$ cat src/rtl/pass_seq_ctrl.sv
// Keypad password-lock sequencer: key edge acceptance, entry/check/open/programming
// flow, failed-attempt counting and alarm lockout. Every output comes straight from a flop.
module pass_seq_ctrl #(
    parameter int unsigned DIGITS      = 4,
    parameter int unsigned MAX_TRIES   = 3,
    parameter int unsigned OPEN_CYCLES = 500,
    parameter int unsigned LOCK_CYCLES = 1000
) (
    input  logic        clk,
    input  logic        rst_n,
    input  logic [15:0] buttons_i,
    input  logic        prog_req_i,
    input  logic        equal_i,
    output logic        shift_en_o,
    output logic        reg_load_o,
    output logic        unlock_o,
    output logic        alarm_o,
    output logic        busy_o,
    output logic [3:0]  digit_cnt_o,
    output logic [3:0]  tries_o
);

    localparam int unsigned CNT_MAX = (OPEN_CYCLES > LOCK_CYCLES) ? OPEN_CYCLES : LOCK_CYCLES;
    localparam int unsigned TW      = (CNT_MAX > 1) ? $clog2(CNT_MAX) : 1;

    // S_SETTLE lets the datapath absorb the final SHIFT_EN before EQUAL is sampled
    typedef enum logic [2:0] {
        S_IDLE, S_ENTRY, S_SETTLE, S_CHECK, S_OPEN, S_PROG_ENTRY, S_PROG_LOAD, S_LOCKOUT
    } state_t;

    state_t      state_q, state_d;
    logic [15:0] btn_prev_q;
    logic [TW-1:0] timer_q, timer_d;
    logic [3:0]  digit_cnt_q, digit_cnt_d;
    logic [3:0]  tries_q, tries_d;
    logic        shift_en_q, shift_en_d;
    logic        reg_load_q, reg_load_d;
    logic        unlock_q, unlock_d;
    logic        alarm_q, alarm_d;
    logic        busy_q, busy_d;

    logic        onehot_c;
    logic        key_hit_c;
    logic        last_key_c;
    logic [3:0]  tries_inc_c;

    assign onehot_c    = (buttons_i != 16'd0) && ((buttons_i & (buttons_i - 16'd1)) == 16'd0);
    assign key_hit_c   = onehot_c && (btn_prev_q == 16'd0);
    assign last_key_c  = (digit_cnt_q == 4'(DIGITS - 1));
    assign tries_inc_c = tries_q + 4'd1;

    always_comb begin
        state_d     = state_q;
        timer_d     = timer_q;
        digit_cnt_d = digit_cnt_q;
        tries_d     = tries_q;
        shift_en_d  = 1'b0;
        reg_load_d  = 1'b0;

        case (state_q)
            S_IDLE: begin
                if (key_hit_c) begin
                    shift_en_d  = 1'b1;
                    digit_cnt_d = 4'd1;
                    state_d     = (DIGITS == 1) ? S_SETTLE : S_ENTRY;
                end
            end
            S_ENTRY: begin
                if (key_hit_c) begin
                    shift_en_d  = 1'b1;
                    digit_cnt_d = digit_cnt_q + 4'd1;
                    if (last_key_c) state_d = S_SETTLE;
                end
            end
            S_SETTLE: state_d = S_CHECK;
            S_CHECK: begin
                digit_cnt_d = 4'd0;
                if (equal_i) begin
                    tries_d = 4'd0;
                    timer_d = TW'(OPEN_CYCLES - 1);
                    state_d = S_OPEN;
                end else if (tries_inc_c >= 4'(MAX_TRIES)) begin
                    tries_d = 4'(MAX_TRIES);
                    timer_d = TW'(LOCK_CYCLES - 1);
                    state_d = S_LOCKOUT;
                end else begin
                    tries_d = tries_inc_c;
                    state_d = S_IDLE;
                end
            end
            S_OPEN: begin
                if (prog_req_i) begin
                    state_d = S_PROG_ENTRY;
                end else if (timer_q == TW'(0)) begin
                    state_d = S_IDLE;
                end else begin
                    timer_d = timer_q - TW'(1);
                end
            end
            S_PROG_ENTRY: begin
                if (key_hit_c) begin
                    shift_en_d  = 1'b1;
                    digit_cnt_d = digit_cnt_q + 4'd1;
                    if (last_key_c) state_d = S_PROG_LOAD;
                end
            end
            S_PROG_LOAD: begin
                reg_load_d  = 1'b1;
                digit_cnt_d = 4'd0;
                state_d     = S_IDLE;
            end
            S_LOCKOUT: begin
                if (timer_q == TW'(0)) begin
                    tries_d = 4'd0;
                    state_d = S_IDLE;
                end else begin
                    timer_d = timer_q - TW'(1);
                end
            end
            default: state_d = S_IDLE;
        endcase

        // status flags track the state being entered so they align with it
        unlock_d = (state_d == S_OPEN);
        alarm_d  = (state_d == S_LOCKOUT);
        busy_d   = (state_d != S_IDLE);
    end

    always_ff @(posedge clk or negedge rst_n) begin
        if (!rst_n) begin
            state_q     <= S_IDLE;
            btn_prev_q  <= 16'd0;
            timer_q     <= '0;
            digit_cnt_q <= 4'd0;
            tries_q     <= 4'd0;
            shift_en_q  <= 1'b0;
            reg_load_q  <= 1'b0;
            unlock_q    <= 1'b0;
            alarm_q     <= 1'b0;
            busy_q      <= 1'b0;
        end else begin
            state_q     <= state_d;
            btn_prev_q  <= buttons_i;
            timer_q     <= timer_d;
            digit_cnt_q <= digit_cnt_d;
            tries_q     <= tries_d;
            shift_en_q  <= shift_en_d;
            reg_load_q  <= reg_load_d;
            unlock_q    <= unlock_d;
            alarm_q     <= alarm_d;
            busy_q      <= busy_d;
        end
    end

    assign shift_en_o  = shift_en_q;
    assign reg_load_o  = reg_load_q;
    assign unlock_o    = unlock_q;
    assign alarm_o     = alarm_q;
    assign busy_o      = busy_q;
    assign digit_cnt_o = digit_cnt_q;
    assign tries_o     = tries_q;

endmodule

$ cat config.mk
export PLATFORM = sky130hd
export DESIGN_NAME = pass_seq_ctrl
export DESIGN_NICKNAME = d
export VERILOG_FILES = /design/src/rtl/pass_seq_ctrl.sv
export SDC_FILE = /design/constraint.sdc
export NUM_CORES = 1
export LEC_CHECK = 0
export ABC_CLOCK_PERIOD_IN_PS = 2400
export CAP_MARGIN = 5
export CORE_ASPECT_RATIO = 1.75
export CORE_MARGIN = 4
export CORE_UTILIZATION = 48
export DETAILED_ROUTE_END_ITERATION = 8
export MAX_ROUTING_LAYER = met4
export PLACE_DENSITY_LB_ADDON = 0.15
export SYNTH_ARGS = -nofsm -noshare
export SYNTH_HDL_FRONTEND = slang
export SYNTH_SLANG_ARGS = --single-unit
$ cat constraint.sdc
create_clock -name clk -period 2.4 [get_ports clk]
set_input_delay 0.48 -clock clk [delete_from_list [all_inputs] [get_ports clk]]
set_output_delay 0.48 -clock clk [all_outputs]
set_load 0.02 [all_outputs]
### Word-level counts from Yosys, hierarchy flattened

Index checks and enable logic that the tools add are counted.

| storage, ports and cells | value |
|---|---|
| register bits after elaboration | 42 |
| logic and storage cells | 73 |
| bits of input ports | 20 |

| cells by class | value |
|---|---|
| add/sub/neg operators | 4 |
| reduce and logical (&&, ||, !) cells | 17 |
| bitwise operators | 1 |
| eq/ne operators | 15 |
| muxes and demuxes | 25 |
| order comparisons | 1 |

Operator list:

| operator | number |
|---|---|
| two-way mux 10 bit | 4 |
| logical NOT 16 bit | 2 |
| one-hot mux 10 bit (3 select lines) | 1 |
| two-way mux 3 bit | 9 |
| one-hot mux 3 bit (8 select lines) | 1 |
| two-way mux 4 bit | 5 |
| == test 3 bit, second input constant | 6 |
| bitwise AND 16 bit | 1 |
| nonzero test 16 bit | 1 |
| subtractor 16 x 1 -> 16 bit, second input constant | 1 |
| one-hot mux 4 bit (3 select lines) | 1 |
| logical NOT 10 bit | 1 |
| subtractor 10 x 1 -> 10 bit, second input constant | 1 |
| nonzero test 3 bit | 3 |
| adder 4 x 1 -> 4 bit, second input constant | 2 |
| one-hot mux 4 bit (2 select lines) | 1 |
| == test 3 x 2 -> 1 bit, second input constant | 2 |
| inequality test 2 bit, second input constant | 3 |
| AND reduction 3 bit | 2 |
| == test 4 x 2 -> 1 bit, second input constant | 1 |
| greater-or-equal comparator 4 x 2 -> 1 bit, second input constant | 1 |
| OR reduction 2 bit | 2 |
| == test 3 x 1 -> 1 bit, second input constant | 1 |
| logical NOT 3 bit | 1 |
| 7 further kinds | 10 |

### Longest topological paths before layout

| depth | value |
|---|---|
| depth in word-level cells | 8 |
| gate-level depth with buffers | 10 |
| gate-level depth less buffers | 9 |

### Worst setup path before layout

Ideal clock, no wire load.

| path | value |
|---|---|
| kind | reg2reg |
| start point | register timer_q[0] |
| end point | register timer_q[6] |
| slack | 0.152 ns |
| library setup time | 0.146 ns |
| stages on the path, launching flop included | 11 |
| data required time | 2.254 ns |
| data arrival time | 2.102 ns |
| path through | dfrtp_1 > inv_1 > ha_1 > or4b_4 > o31ai_4 > nor2_1 > o22a_1 > buf_6 > nor3b_2 > xnor2_1 > nand2_1 |

| on the way | value |
|---|---|
| longest elaborated chain between the ends | 4 |

RTL lines:

| what | line | text |
|---|---|---|
| start, declared | 33 | `logic [TW-1:0] timer_q, timer_d;` |
| start signal, assigned | 144 | `timer_q <= timer_d;` |
| subtractor 10 x 1 -> 10 bit / logical NOT 10 bit (equally long branches) | n/a |  |
| two-way mux 10 bit * | 94, 113 |  |
| two-way mux 10 bit | 92 | `if (prog_req_i) begin` |
| one-hot mux 10 bit (3 select lines) * | 60 | `case (state_q)` |

Every way passes the cells marked *; elsewhere a longest branch is shown, timed or not. The select of a mux whose other input is x is not followed.
A chain may end at the register's enable or synchronous reset.

### Worst setup path after layout

| path | value |
|---|---|
| start point | input port buttons_i[11] |
| end point | register digit_cnt_q[3], in the netlist digit_cnt_o[3] |

| on the way | value |
|---|---|
| longest elaborated chain between the ends | 7 |

RTL lines:

| what | line | text |
|---|---|---|
| start, declared | 11 | `input logic [15:0] buttons_i,` |
| subtractor 16 x 1 -> 16 bit | 47 | `assign onehot_c = (buttons_i != 16'd0) && ((buttons_i & (buttons_i - 16'd1)) == 16'd0);` |
| bitwise AND 16 bit | 47 |  |
| logical NOT 16 bit | 47 |  |
| logical AND 1 bit * | 47 |  |
| logical AND 1 bit * | 48 | `assign key_hit_c = onehot_c && (btn_prev_q == 16'd0);` |
| inequality test 2 bit (no source line) / inequality test 2 x 1 -> 1 bit (equally long branches) | n/a |  |
| AND reduction 3 bit (no source line) * | n/a |  |
| end signal, assigned | 145 | `digit_cnt_q <= digit_cnt_d;` |
| end, declared | 34 | `logic [3:0] digit_cnt_q, digit_cnt_d;` |

Every way passes the cells marked *; elsewhere a longest branch is shown, timed or not.

==> impl_metrics.json <==
{
  "synth-adder-area-share_pct": 2.40,
  "required_ns": 2.60,
  "wire_per_inst_microns": 15.6,
  "arrival_ns": 2.53,
  "drt_iter0_drc": 68,
  "regToRegEndpoint": "timer_q[2]$_DFFE_PN0P_",
  "crit_type": "in2reg",
  "comb_power_share_pct": 13.0,
  "drv_cap": 0,
  "antenna_found_initial": 0,
  "htreeDepth": 2,
  "synth_area_per_cell_sq_um": 10.0,
  "crit_path_top_delay_cell": "clkdlybuf4s50_1",
  "synth_area_leaders": "dfrtp_1 50%, nand2_1 3.8%, nor2_1 3.1%",
  "die_x_microns": 57.9,
  "routed_wl_mm": 5.07,
  "setup_ws_ns": 0.0726,
  "crit_start": "buttons_i[11]",
  "insertion_delay_ns": 0.29,
  "p_clk_share_pct": 35.0,
  "grt_max_degree": 24,
  "vdd.ir_drop.worst_mv": 0.442,
  "holdCritPathClass": "in2async",
  "synth_top_family_by_area": "simple AND/OR/NAND/NOR gates",
  "port_buffers": 32,
  "numClockSinks": 42,
  "slew-limit-headroom_pct": 69.0,
  "die_area_sq_um": 5510,
  "post-place-ws_ns": -0.378,
  "yosys-top-cells-count": "42 x dfrtp_1, 21 x nand2_1, 17 x nor2_1",
  "synth-simple-area-share_pct": 22.1,
  "finalCritPeriodShare_pct": 97.0,
  "synth_top_area_share_pct": 50.3,
  "powerDensity_nw_per_um2": 534,
  "vias": 1873,
  "synth-seq-area-share_pct": 50.3,
  "synth.most_common_cell": "dfrtp_1",
  "clock_path_buffers": 2,
  "cts_tree": "built",
  "finalSetupViolations": 0,
  "holdBufCountCts": 0,
  "start_util_pct": 49.9,
  "syn_inst": 209,
  "grt_pass1_vias": 1895,
  "async_flop_share_pct": 100,
  "rows": 31,
  "insertedDiodeCount": 0,
  "drt_pass1_iterations": 4,
  "cts.reportedPaths.clkPinSlew_ns": 0.07,
  "leakage_nw": 1.30,
  "yosys.area.top_type": "dfrtp_1",
  "finalHoldViolations": 0,
  "multiInputGateArea_sq_um": 1050,
  "fin_skew_ns": 0.00421,
  "syn_area_sq_um": 2090,
  "drv_slew": 0,
  "routabilityCongestion": 0.937,
  "r2r-start": "timer_q[0]$_DFFE_PN0P_",
  "ys.warnings.count": 0,
  "ff_latch_area_sq_um": 1050,
  "crit_fanout": 5,
  "cp-end-kind": "register",
  "drive_gt1_share_pct": 22.1,
  "clock-root-buffer": "clkbuf_8",
  "max_freq_ghz": 0.430,
  "synth_top_flop_cell": "dfrtp_1",
  "nets": 299,
  "p_sw_mw": 0.376,
  "muxShareOfSynthArea_pct": 0.479,
  "drc": 0,
  "synth-compound-area-share_pct": 19.2,
  "cp_slowest_stage_delay_ns": 0.47,
  "fillCellCount": 329,
  "worstRegToRegCells": 9,
  "overflow": 0,
  "hold-worst-slack_ns": 0.124,
  "status": "finished clean",
  "cts_buffers": 5,
  "syn_nets": 233,
  "ant_nets": 0,
  "p_int_mw": 1.17,
  "cp_cell_sequence": "clkdlybuf4s50_1 -> or3_4 -> or4_4 -> o2111ai_4 -> nor3_4 -> buf_4 -> o311a_1 -> o31ai_1",
  "synth-edff-count": 0,
  "synth_xor_xnor_area_share_pct": 2.51,
  "die_height_microns": 95.3,
  "core_sq_um": 4190,
  "area_growth_pct": 38.2,
  "vias_per_cell": 5.76,
  "hpwl_mm": 3.88,
  "io_pins": 33,
  "grt_pass1_wl_mm": 8.57,
  "seqPwrFrac_pct": 52.0,
  "r2r_slack_ns": 0.14,
  "ys_ff_latch": 42,
  "synth_cell_types": 49,
  "tightest_slew_ns": 0.464,
  "startpoint_type": "input pin",
  "grt_usage_pct": 20.8,
  "period_minus_slack_ns": 2.33,
  "switching_share_pct": 24.4
}
## cells by family (layout without fill, tap and decap cells)
| family | Yosys count | after routing |
|---|---|---|
| adders and majority gates | 4 | 4 |
| muxes | 1 | 1 |
| DFF | 42 | 42 |
| buffers and inverters | 15 | 82 |
| AOI/OAI and AO/OA | 55 | 55 |
| xor gates and xnor gates | 6 | 6 |
| and+or+nand+nor | 86 | 86 |
## final cells by class
cell class | count | share of cell area (%)
Clock buffer | 7 | 2.64
Clock inverter | 1 | 1.04
Inverter | 10 | 1.30
Multi-Input combinational cell | 152 | 36.4
Sequential cell | 42 | 36.4
Tap cell | 49 | 2.12
Timing Repair Buffer | 64 | 20.1
## power by group through the flow
stage	combinational (mW)	sequential [mW]	clock (mW)
floorplan	0.0916	0.804	0
global placement	0.191	0.813	0
detailed placement	0.193	0.815	0
CTS	0.196	0.801	0.551
global route	0.224	0.810	0.581
finish	0.200	0.802	0.540
## routing by layer
| layer | track usage [%] | vias to the layer above | routed length (microns) |
|---|---|---|---|
| li1 | - | 906 | - |
| met1 | 21.1 | 905 | 1840 |
| met2 | 38.0 | 43 | 2880 |
| met3 | 3.39 | 19 | 182 |
| met4 | 9.86 | 0 | 171 |
| met5 | - | - | 0 |
## worst max path at each step
stage / endpoint / slack (ns) / cells after the start
2_1_floorplan: timer_q[6]$_DFFE_PN0P_ / 0.15 / 10
3_3_place_gp: digit_cnt_o[1]$_DFFE_PN0P_ / -0.34 / 9
3_5_place_dp: digit_cnt_o[1]$_DFFE_PN0P_ / -0.38 / 9
4_1_cts: state_q[1]$_DFF_PN0_ / 0.005 / 9
5_1_grt: digit_cnt_o[3]$_DFFE_PN0P_ / -0.01 / 9
6_report: digit_cnt_o[3]$_DFFE_PN0P_ / 0.07 / 8
## repair_timing
action / CTS / global route
setup buffers: 1 / 2
endpoints found under the setup margin: 6 / 14
gates resized for setup: 6 / 22
pin swaps: 1 / 10
## registers in the layout, indices dropped and copies added, names as in the netlist, 3 cells and up
name         cells
tries_o          4
timer_q         10
state_q          3
btn_prev_q      16
digit_cnt_o      4
## worst max-delay path, delay by kind of cell
kind | cells | cell delay (ns)
and+or+nand+nor | 3 | 0.95
buffers and inverters | 2 | 0.62
AOI/OAI and AO/OA | 3 | 0.47
## cells in the final DEF (no fill, tap or decap), types with 4 or more instances in the layout
cell type        count
nand3_1              8
buf_4               32
inv_1               10
clkdlybuf4s50_1     19
nor3_1               7
nor4_1               6
nor3_2               4
a21oi_1             12
ha_1                 4
dlymetal6s2s_1      11
o21ai_0              8
clkbuf_8             5
a31oi_1              4
nand2_1             21
dfrtp_1             42
nor2_1              16
and2_1               4
## metrics by stage
| step | total power [mW] | TNS [ns] | utilization (%) | cells | instance area [sq um] |
|---|---|---|---|---|---|
| after floorplan | 0.895 | 0 | - | 209 | 2090 |
| after global placement | 1.00 | -2.31 | 63.4 | 314 | 2660 |
| after detailed placement | 1.01 | -2.80 | 63.4 | 314 | 2660 |
| after CTS | 1.55 | 0 | 66.7 | 323 | 2790 |
| after global routing | 1.62 | -0.0189 | 68.9 | 325 | 2890 |
| final | 1.54 | 0 | 68.9 | 325 | 2890 |
Note: power is estimated with default switching activity, not from simulation.
